`src/rtl/tlul_xbar_1ton.sv`:
```
// TL-UL 1-to-N address demux with in-order response return, bounded outstanding
// requests and an internal error responder for unmapped addresses.
typedef struct packed {
   logic        a_valid;
   logic [2:0]  a_opcode;
   logic [2:0]  a_param;
   logic [1:0]  a_size;
   logic [7:0]  a_source;
   logic [31:0] a_address;
   logic [3:0]  a_mask;
   logic [31:0] a_data;
   logic [13:0] a_user;
   logic        d_ready;
} tl_h2d_t;

typedef struct packed {
   logic        d_valid;
   logic [2:0]  d_opcode;
   logic [2:0]  d_param;
   logic [1:0]  d_size;
   logic [7:0]  d_source;
   logic        d_sink;
   logic [31:0] d_data;
   logic [13:0] d_user;
   logic        d_error;
   logic        a_ready;
} tl_d2h_t;

module tlul_xbar_1ton #(
   parameter int unsigned NumDev         = 4,
   parameter int unsigned MaxOutstanding = 4,
   parameter int unsigned DevBase [NumDev] = '{32'h1000_0000, 32'h2000_0000, 32'h4000_0000, 32'h5000_0000},
   parameter int unsigned DevMask [NumDev] = '{32'hFFFF_0000, 32'hFFFF_0000, 32'hFFFF_0000, 32'hFFFF_0000}
) (
   input  logic                                  clk_i,
   input  logic                                  rst_i,
   input  tl_h2d_t                               tl_h_i,
   output tl_d2h_t                               tl_h_o,
   output tl_h2d_t                               tl_d_o [NumDev],
   input  tl_d2h_t                               tl_d_i [NumDev],
   output logic [$clog2(MaxOutstanding+1)-1:0]   outstanding_o,
   output logic                                  unmapped_o
);

   localparam int unsigned CW = $clog2(MaxOutstanding + 1);
   localparam int unsigned SW = $clog2(NumDev + 1);
   localparam logic [SW-1:0] ERR = SW'(NumDev);
   localparam logic [2:0] OP_GET = 3'd4;
   localparam logic [2:0] OP_ACK = 3'd0;
   localparam logic [2:0] OP_ACK_DATA = 3'd1;
   localparam logic [63:0] K_MASK [7] = '{
      64'h0000_0000_FF00_FF0F, 64'h0000_00FF_00FF_F0F0, 64'h0000_FF00_FF0F_0F33,
      64'h00FF_00FF_0FF0_33CC, 64'hFF00_FF0F_F00F_CC55, 64'h00FF_F0F0_33CC_55AA,
      64'hFF0F_0F33_CC55_AA96};

   logic [CW-1:0] r_cnt;
   logic [SW-1:0] r_sel;
   logic          r_err_pend;
   logic          r_err_get;
   logic [1:0]    r_err_size;
   logic [7:0]    r_err_src;

   logic [SW-1:0] w_tgt;
   logic          w_hit;
   logic          w_dev_rdy;
   logic          w_a_ready;
   logic          w_accept;
   logic          w_d_valid;
   logic          w_complete;
   tl_d2h_t       w_err_rsp;
   tl_d2h_t       w_rsp;

   function automatic logic [6:0] f_intg(input logic [63:0] d);
      logic [6:0] p;
      for (int unsigned k = 0; k < 7; k++) p[k] = ^(d & K_MASK[k]);
      return p;
   endfunction

   // Lowest-indexed matching window wins; no match routes to the error responder.
   always_comb begin
      w_tgt = ERR;
      w_hit = 1'b0;
      for (int unsigned i = 0; i < NumDev; i++) begin
         if (!w_hit && ((tl_h_i.a_address & DevMask[i]) == DevBase[i])) begin
            w_tgt = SW'(i);
            w_hit = 1'b1;
         end
      end
   end

   always_comb begin
      w_dev_rdy = !r_err_pend;
      for (int unsigned i = 0; i < NumDev; i++) begin
         if (w_tgt == SW'(i)) w_dev_rdy = tl_d_i[i].a_ready;
      end
      w_a_ready = !rst_i && (r_cnt != CW'(MaxOutstanding)) &&
                  !((r_cnt != '0) && (w_tgt != r_sel)) && w_dev_rdy;
      w_accept  = tl_h_i.a_valid && w_a_ready;
   end

   always_comb begin
      w_err_rsp          = '0;
      w_err_rsp.d_valid  = r_err_pend;
      w_err_rsp.d_opcode = r_err_get ? OP_ACK_DATA : OP_ACK;
      w_err_rsp.d_size   = r_err_size;
      w_err_rsp.d_source = r_err_src;
      w_err_rsp.d_data   = '1;
      w_err_rsp.d_error  = 1'b1;
      w_err_rsp.d_user   = {f_intg({55'd0, w_err_rsp.d_opcode, w_err_rsp.d_size, 1'b0, 1'b1, 2'b00}),
                            f_intg({32'd0, w_err_rsp.d_data})};
      w_rsp = w_err_rsp;
      for (int unsigned i = 0; i < NumDev; i++) begin
         if (r_sel == SW'(i)) w_rsp = tl_d_i[i];
      end
      // d_valid gated by the count so stale responses after reset never complete.
      w_d_valid        = w_rsp.d_valid && (r_cnt != '0);
      w_complete       = w_d_valid && tl_h_i.d_ready;
      tl_h_o           = w_rsp;
      tl_h_o.d_valid   = w_d_valid;
      tl_h_o.a_ready   = w_a_ready;
   end

   always_comb begin
      for (int unsigned i = 0; i < NumDev; i++) begin
         tl_d_o[i]         = tl_h_i;
         tl_d_o[i].a_valid = w_accept && (w_tgt == SW'(i));
         tl_d_o[i].d_ready = tl_h_i.d_ready && (r_sel == SW'(i)) && (r_cnt != '0);
      end
      outstanding_o = r_cnt;
      unmapped_o    = w_accept && (w_tgt == ERR);
   end

   always_ff @(posedge clk_i or posedge rst_i) begin
      if (rst_i) begin
         r_cnt      <= '0;
         r_sel      <= '0;
         r_err_pend <= 1'b0;
         r_err_get  <= 1'b0;
         r_err_size <= '0;
         r_err_src  <= '0;
      end else begin
         if (w_accept && !w_complete) r_cnt <= r_cnt + CW'(1);
         else if (!w_accept && w_complete) r_cnt <= r_cnt - CW'(1);
         if (w_accept) r_sel <= w_tgt;
         if (w_complete && (r_sel == ERR)) r_err_pend <= 1'b0;
         if (w_accept && (w_tgt == ERR)) begin
            r_err_pend <= 1'b1;
            r_err_get  <= (tl_h_i.a_opcode == OP_GET);
            r_err_size <= tl_h_i.a_size;
            r_err_src  <= tl_h_i.a_source;
         end
      end
   end

endmodule

```
`config.mk`:
```
export PLATFORM = sky130hd
export DESIGN_NAME = tlul_xbar_1ton
export DESIGN_NICKNAME = d
export VERILOG_FILES = /design/src/rtl/tlul_xbar_1ton.sv
export SDC_FILE = /design/constraint.sdc
export NUM_CORES = 1
export LEC_CHECK = 0
export ABC_CLOCK_PERIOD_IN_PS = 4600
export CORE_AREA = 2 2 326 328
export DETAILED_ROUTE_END_ITERATION = 8
export DIE_AREA = 0 0 328 330
export PLACE_DENSITY = 0.33
export SYNTH_ARGS = -nofsm -noshare
export SYNTH_HDL_FRONTEND = slang
export SYNTH_SLANG_ARGS = --single-unit
```
`constraint.sdc`:
```
create_clock -name clk_i -period 4.6 [get_ports clk_i]
set_input_delay 0.69 -clock clk_i [delete_from_list [all_inputs] [get_ports clk_i]]
set_output_delay 0.69 -clock clk_i [all_outputs]
set_load 0.02 [all_outputs]
```
==> results.yml <==
floorplanning:
  rows: 119
  fp.dieArea_mm2: 0.108
  core_area_mm2: 0.105
  die_x_um: 328
  io_pins: 836
  die_h_um: 330
  start_util_pct: 5.91
route:
  dr_total_vias: 5166
  routedWlPerCell_um: 17.7
  first_iter_violations: 75
  via_per_inst: 2.34
  wirelength_um: 39000
  drtPass1Iterations: 4
  drc_errors: 0
  ant_nets: 0
layout:
  seq_area_um2: 462
  drive_gt1_share_pct: 20.6
  finalNetCount: 1181
  nFillCells: 12100
  area_growth_pct: 64.9
  multi_input_area_mm2: 0.00265
yosys:
  syn_inst: 700
  yosys.area.top_type: "buf_4"
  netlist_area_mm2: 0.00619
  async_flop_share_pct: 100
  ys.flop_type: "dfrtp_1"
  post-synth-top-area-fraction_pct: 47.8
  yosysSeqAreaShare_pct: 7.28
  synth-edff-count: 0
  ys_warn_count: 0
  synth_top_cells_by_area: "buf_4, mux4_2, dfrtp_1"
  syn_nets: 1068
  avgSynthCellArea_um2: 8.84
  synth_cell_types: 46
  ys_ff_latch: 18
pwr:
  p_seq_share_pct: 12.8
  combPwrFrac_pct: 79.0
  p_sw_mw: 1.22
  cellInternalPower_mw: 1.40
  p_leak_nw: 3.20
  p_per_area_mw_per_mm2: 257
  p_sw_share_pct: 46.4
  vdd_ir_drop_max_v: 0.000133
  clockPowerShare_pct: 8.2
place:
  port-buffer-count: 490
  hpwl_um: 35100
  gp_congestion: 0.824
critical_path:
  rrSetupSlack_ns: 1.35
  rr_worst_depth: 10
  required_ns: 3.91
  arrival_ns: 3.76
  crit_fanout: 4
  timing.rr.end: "outstanding_o[2]$_DFFE_PP0P_"
  cp-start-kind: "input pin"
  reg2reg_from: "r_sel[0]$_DFFE_PP0P_"
  path_class: "input pin to output port"
  cp-end-kind: "output port"
global_route:
  grt_pass1_wl_um: 49500
  antenna_found_initial: 20
  grt_util_met2_pct: 11.8
  grtUsageMet1_pct: 7.02
  grt.overflow.total: 0
  top_usage_layer: "met2"
  use_met3_pct: 3.53
  grt_use_total_pct: 6.69
  grt_max_degree: 40
  grt_pass1_vias: 5895
sta:
  period_minus_slack_ns: 4.45
  report.final.hold_viol_count: 0
  tightest_slew_ns: 0.907
  finalCritPeriodShare_pct: 96.8
  hold-worst-slack_ns: 0.516
  final.setup.tns_ns: 0
  fmax_ghz: 0.225
  rsz0062_at_grt: "no"
  finalSetupViolations: 0
  slew_headroom_pct: 39.5
  finalMaxSlewViolations: 0
  clock_skew_ns: 0.00490
status:
  status: "finished clean"
run:
  maxCapViolCount: 0
hold_path:
  min_path_cells: 1
  holdCritPathClass: "register to register"
  hold_path_end: "r_err_src[0]$_DFFE_PP0P_"
  min_from: "r_err_src[0]$_DFFE_PP0P_"
cts:
  clk_latency_ns: 0.27
  clock_path_buffers: 2
  cts_buffers: 3
  clock-sinks: 18
  cts_tree: "done"
  cts_root_buffer: "clkbuf_16"
  h-tree-depth: 1
  ctsHoldBuffers: 0
  clk_pin_slew_ns: 0.06
registers in the layout, summed over array words and instances, names as in the netlist:
signal,flops
r_err_pend,1
r_err_src,8
outstanding_o,3
r_err_size,2
r_err_get,1
r_sel,3
repair_timing:
item	CTS	global route
gates resized for setup	9	13
endpoints found under the hold margin	0	0
pin swaps	1	2
cloned	0	0
setup buffers	2	0
endpoints found under the setup margin	6	4
final cells by class:
type / instances / area share, %
diodes: 4 / 0.0981
well taps: 1391 / 17.1
flip-flops and latches: 18 / 4.53
clock buffers: 4 / 0.871
multi-input cells: 253 / 26.0
repair buffers: 532 / 51.3
inverters: 5 / 0.184
Yosys cell counts (all sizes together), types with 2 or more instances:
cell type and instances:
nand2b 2, or3b 2, nor3 2, and2 14, or4 4, nor4 3
or2 36, a21o 2, o21ai 15, nor2 19, clkbuf 23, buf 401
xnor2 5, a21oi 12, nand2 15, nor4b 2, a211oi 4, or3 2
mux4 53, mux2 14, a2111oi 2, mux2i 14, a22oi 9, dfrtp 18
inv 4, nor3b 5, xor2 3
placed cells by master, fill, tap and decap left out, types with 14 or more instances in the layout:
cell / instances
and2_1: 14
buf_4: 40
clkdlybuf4s50_1: 484
dfrtp_1: 15
mux2i_1: 14
mux4_2: 53
nand2_1: 15
nor2_1: 19
o21ai_0: 15
or2_2: 36
critical path: stages:
cell             delay (ns)
clkdlybuf4s50_1        0.42
or4_4                  0.60
or4_4                  0.55
a2111oi_4              0.39
nand4_2                0.19
a2111oi_4              0.36
buf_4                  0.18
nor4b_2                0.17
buf_2                  0.20
metal layers:
| layer | vias to the layer above | part of all wire [%] | routed length (µm) |
|---|---|---|---|
| li1 | 2208 | - | - |
| met1 | 2325 | 36 | 13900 |
| met2 | 569 | 48 | 18600 |
| met3 | 58 | 14 | 5590 |
| met4 | 6 | 2.3 | 901 |
| met5 | - | 0.11 | 41 |
logic make-up (layout without fill, tap and decap cells):
logic type,after synthesis,in the layout,share of synthesized area [%]
compound gates,51,51,5.90
xor+xnor,8,8,1.13
fa+ha+maj,2,2,0.526
buf+inv,429,541,50.2
flops,18,18,7.28
mux,81,81,24.5
other cells,0,4,0
simple gates,111,111,10.5
worst max-delay path by stage:
stage / endpoint / startpoint / slack [ns]
global placement: tl_d_o[399] / tl_h_i[74] / -0.35
CTS: tl_d_o[299] / tl_h_i[72] / 0.03
global route: tl_d_o[399] / tl_h_i[74] / 0.04
detailed placement: tl_d_o[399] / tl_h_i[74] / -0.40
floorplan: tl_d_o[399] / tl_h_i[72] / 0.30
finish: tl_d_o[399] / tl_h_i[74] / 0.15
power groups by stage:
stage / registers, mW / clock network (mW) / logic (mW)
6_report: 0.336 / 0.214 / 2.07
5_1_grt: 0.350 / 0.234 / 2.23
4_1_cts: 0.341 / 0.236 / 2.14
3_5_place_dp: 0.342 / 0 / 2.12
3_3_place_gp: 0.340 / 0 / 2.13
2_1_floorplan: 0.303 / 0 / 1.35
per-stage QoR:
stage / cell area (µm²) / setup WS (ns) / cells / util [%] / power, mW
after floorplan: 6190 / 0.304 / 700 / - / 1.65
after global placement: 10100 / -0.355 / 2197 / 9.63 / 2.47
after detailed placement: 10100 / -0.404 / 2197 / 9.63 / 2.46
after CTS: 10200 / 0.0263 / 2203 / 9.73 / 2.72
after global routing: 10200 / 0.0371 / 2204 / 9.74 / 2.81
final: 10200 / 0.149 / 2207 / 9.75 / 2.62
Note: power is estimated with default switching activity, not from simulation.
